===== src/rtl/key_debounce_pkg.sv =====
// Shared constants and helpers for the key debouncer.
// Polarity and counter sizing live here.
package key_debounce_pkg;

  localparam logic KEY_RELEASED = 1'b1;

  function automatic int cnt_width(int cycles);
    int w;
    w = $clog2(cycles);
    return (w < 1) ? 1 : w;
  endfunction

endpackage


===== src/rtl/debounce_bit.sv =====
// One key channel: 2-FF synchroniser,
// stability counter and clean-level flop.
module debounce_bit
  import key_debounce_pkg::*;
#(
  parameter int DEBOUNCE_CYCLES = 4
) (
  input  logic clock,
  input  logic reset_n,
  input  logic key_raw,
  output logic key_clean,
  output logic busy
);

  localparam int CW = cnt_width(DEBOUNCE_CYCLES);
  localparam logic [CW-1:0] CNT_LAST =
    CW'(DEBOUNCE_CYCLES - 1);

  logic          sync1;
  logic          sync2;
  logic [CW-1:0] cnt_q;
  logic [CW-1:0] cnt_d;
  logic          clean_q;
  logic          clean_d;
  logic          differ;

  // Bring the asynchronous pin into the clock domain
  always_ff @(posedge clock or negedge reset_n) begin
    if (!reset_n) begin
      sync1 <= KEY_RELEASED;
      sync2 <= KEY_RELEASED;
    end else begin
      sync1 <= key_raw;
      sync2 <= sync1;
    end
  end

  assign differ = (sync2 != clean_q);

  // Count consecutive disagreeing samples; accept on the last one
  always_comb begin
    cnt_d   = cnt_q;
    clean_d = clean_q;
    unique case (1'b1)
      !differ: begin
        cnt_d = '0;
      end
      differ && (cnt_q == CNT_LAST): begin
        clean_d = sync2;
        cnt_d   = '0;
      end
      default: begin
        cnt_d = cnt_q + 1'b1;
      end
    endcase
  end

  // Hold counter and accepted level
  always_ff @(posedge clock or negedge reset_n) begin
    if (!reset_n) begin
      cnt_q   <= '0;
      clean_q <= KEY_RELEASED;
    end else begin
      cnt_q   <= cnt_d;
      clean_q <= clean_d;
    end
  end

  assign key_clean = clean_q;
  assign busy      = (cnt_q != '0);

endmodule


===== src/rtl/key_debounce.sv =====
// Multi-key debouncer: one independent
// debounce_bit per key channel.
module key_debounce
  import key_debounce_pkg::*;
#(
  parameter int N_KEYS          = 4,
  parameter int DEBOUNCE_CYCLES = 4
) (
  input  logic              clock,
  input  logic              reset_n,
  input  logic [N_KEYS-1:0] key_raw,
  output logic [N_KEYS-1:0] key_clean,
  output logic [N_KEYS-1:0] busy
);

  if (DEBOUNCE_CYCLES < 2) begin : g_bad_cycles
    $error("key_debounce: DEBOUNCE_CYCLES must be >= 2");
  end

  for (genvar i = 0; i < N_KEYS; i++) begin : g_key
    debounce_bit #(
      .DEBOUNCE_CYCLES(DEBOUNCE_CYCLES)
    ) u_bit (
      .clock    (clock),
      .reset_n  (reset_n),
      .key_raw  (key_raw[i]),
      .key_clean(key_clean[i]),
      .busy     (busy[i])
    );
  end

endmodule


===== config.mk =====
export PLATFORM = sky130hd
export DESIGN_NAME = key_debounce
export DESIGN_NICKNAME = d
export VERILOG_FILES = /design/src/rtl/key_debounce_pkg.sv /design/src/rtl/debounce_bit.sv /design/src/rtl/key_debounce.sv
export SDC_FILE = /design/constraint.sdc
export NUM_CORES = 1
export LEC_CHECK = 0
export CORE_AREA = 5 5 48 50
export DETAILED_ROUTE_END_ITERATION = 16
export DIE_AREA = 0 0 53 55
export MAX_ROUTING_LAYER = met4
export PLACE_DENSITY = 0.73
export SYNTH_ARGS = -nofsm -noshare
export SYNTH_HDL_FRONTEND = slang
export SYNTH_SLANG_ARGS = --single-unit
export TNS_END_PERCENT = 50

===== constraint.sdc =====
create_clock -name clock -period 1.1 [get_ports clock]
set_input_delay 0.22 -clock clock [delete_from_list [all_inputs] [get_ports clock]]
set_output_delay 0.22 -clock clock [all_outputs]
set_load 0.05 [all_outputs]

==> out/metrics.cfg <==
[sta]
setup_viol = 9
max_freq_mhz = 758.9
rsz0062_at_grt = yes
worst_slack_ns = -0.2177
drv_slew = 0
clock_skew_ns = 0.001929
hold_violations = 0
period_minus_slack_ns = 1.318
worst_slew_pin_slew_ns = 0.3069
timing.final.crit_share_pct = 119.8
maxSlewHeadroom_pct = 79.39

[finish]
fin_nets = 100
antenna_cells = 0
drive_gt1_share_pct = 68.24
area_growth_pct = 44.54
finalInstanceArea_sq_um = 1259

[worst_setup_path]
rrSetupSlack_ns = -0.08
worstPathRequired_ns = 0.88
crit_arrival_ns = 1.10
worst_setup_path_end_kind = primary output
path_class = reg2out
crit_path_start_kind = flop
worstPathMaxFanout = 2

[detailed_routing]
drc = 0
dr.pass1.iters = 2
vias_per_cell = 4.295
postRouteAntennaNets = 0
wirelength_microns = 1179
vias = 481
drt_iter0_drc = 1
wl_per_cell_microns = 10.53

[placed_design]
hpwl_microns = 819.5
port_buffers = 13
gp_congestion = 0.6580
place_area_sq_um = 1075
place_worst_setup_slack_ns = 0.05350

[global_routing]
antenna_found_initial = 0
grt_first_pass_wirelength_microns = 2056
grt_pass1_vias = 517
grtUsageMet1_pct = 10.54
grt_max_degree = 21
grtUsageMet2_pct = 17.56
globalRouteOverflowTotal = 0
grt_use_met3_pct = 1.609
track_usage_pct = 10.00
busiest_layer = met2

[run_status]
violations = setup timing
run_status = finished, violations left

[synth]
yosysTopAreaCell = dfstp_2
syn_nets = 78
synthTopCellsByArea = dfstp_2, dfrtp_1, ha_1
synth_seq_cells = 20
synth.distinct_cells = 9
synthesis.area_sq_um = 870.8
synth_top_area_share_pct = 36.21
ys_seq_area_share_pct = 59.20
syn_inst = 64
avgSynthCellArea_sq_um = 13.61
yosysWarnings = 0

[pwr]
leakage_nw = 0.5519
worst_ir_drop_vdd_v = 0.001740
powerDensity_nw_per_um2 = 3073

[die]
die_w_microns = 53
pin_count = 14
row_count = 16
die_h_microns = 55
core_region_area_sq_um = 1862
initial_core_util_pct = 46.77
dieArea_sq_um = 2915

[clock_network]
numCtsBuffers = 3
cts_root_buf = clkbuf_4
cts_sinks = 20
htreeDepth = 1
clk_pin_slew_ns = 0.11
clk_path_buf_depth = 2
cts_tree = built
clock_latency_ns = 0.29

[hold_path]
hp-class = in2async

[job]
drv_cap = 0

==> cells in the mapped netlist <==
master	number
dfstp_2	12
inv_1	12
buf_4	8
dfrtp_1	8
ha_1	8
mux2_2	4
nor3_1	4
nor3b_2	4
xnor2_1	4
==> area by class of cell <==
cell class,count,area (sq um)
tap,27,33.78
sequential,20,515.5
multi-input combinational,24,315.3
timing repair buffer,25,312.8
clock buffer,4,36.28
inverter,12,45.04
fill,136,603.1
==> layer usage <==
metal / share of wire [%] / vias up
met5: 0 / -
met4: 0.68 / 0
met3: 3.7 / 2
met2: 53 / 10
met1: 42 / 238
li1: - / 231
==> where the power goes <==
group	internal (W)	switching, W	total, W
combinational	0.00119	0.00109	0.00228
sequential	0.00101	0.000170	0.00118
clock	0.000201	0.000208	0.000410
total	0.00240	0.00147	0.00387
==> critical path, cell delays in order, from the launching register on <==
cell     delay, ns
dfrtp_1       0.40
inv_1         0.07
ha_2          0.16
inv_2         0.04
buf_12        0.13
==> path summary, 6_finish.rpt <==
kind / cells past startpoint / end / from
min reg2reg: 0 / g_key[3].u_bit.sync2 / g_key[3].u_bit.sync1
min in group clock: 1 / g_key[1].u_bit.sync1 / key_raw[1]
min: 2 / g_key[2].u_bit.cnt_q[1] / reset_n
max: 4 / busy[2] / g_key[2].u_bit.cnt_q[1]
max reg2reg: 4 / g_key[2].u_bit.key_clean / g_key[2].u_bit.cnt_q[0]
max in group asynchronous: 2 / g_key[0].u_bit.key_clean / reset_n
==> logic make-up (layout without fill, tap and decap cells) <==
| logic type | count (synthesis) | after routing | share of synthesized area, % |
|---|---|---|---|
| adders and majority gates | 8 | 8 | 11.49 |
| and+or+nand+nor | 8 | 8 | 8.046 |
| DFF | 20 | 20 | 59.19 |
| xor gates and xnor gates | 4 | 4 | 4.023 |
| buffers and inverters | 20 | 41 | 12.07 |
| muxes | 4 | 4 | 5.172 |
==> through the flow <==
step	TNS, ns	std cells	hold slack [ns]	total power (W)	utilization [%]
2_1_floorplan	0	64	-0.07559	0.002435	-
3_3_place_gp	0	97	0.3456	0.003055	57.73
3_5_place_dp	0	97	0.3482	0.003106	57.73
4_1_cts	-1.514	107	0.2455	0.003698	62.77
5_1_grt	-1.834	112	0.2736	0.004095	67.61
6_report	-1.424	112	0.2539	0.003868	67.61
==> layout by cell type (no fill, tap or decap), drive strengths merged, types with 5 or more instances in the layout <==
cell and instances:
buf 20, dfrtp 8, inv 12, dfstp 12
ha 8, clkdlybuf4s50 5
==> registers in the layout, indices dropped and copies added, names as in the netlist <==
register,flops
g_key.u_bit.key_clean,4
g_key.u_bit.sync2,4
g_key.u_bit.cnt_q,8
g_key.u_bit.sync1,4
==> repair_timing <==
item | in CTS | in global routing
hold buffers | 0 | 0
pin swaps | 0 | 2
endpoints found under the hold margin | 0 | 0
gates resized for setup | 9 | 9
endpoints found under the setup margin | 8 | 13
buffers inserted | 6 | 5
No activity file was read; power rests on OpenSTA's default activity.
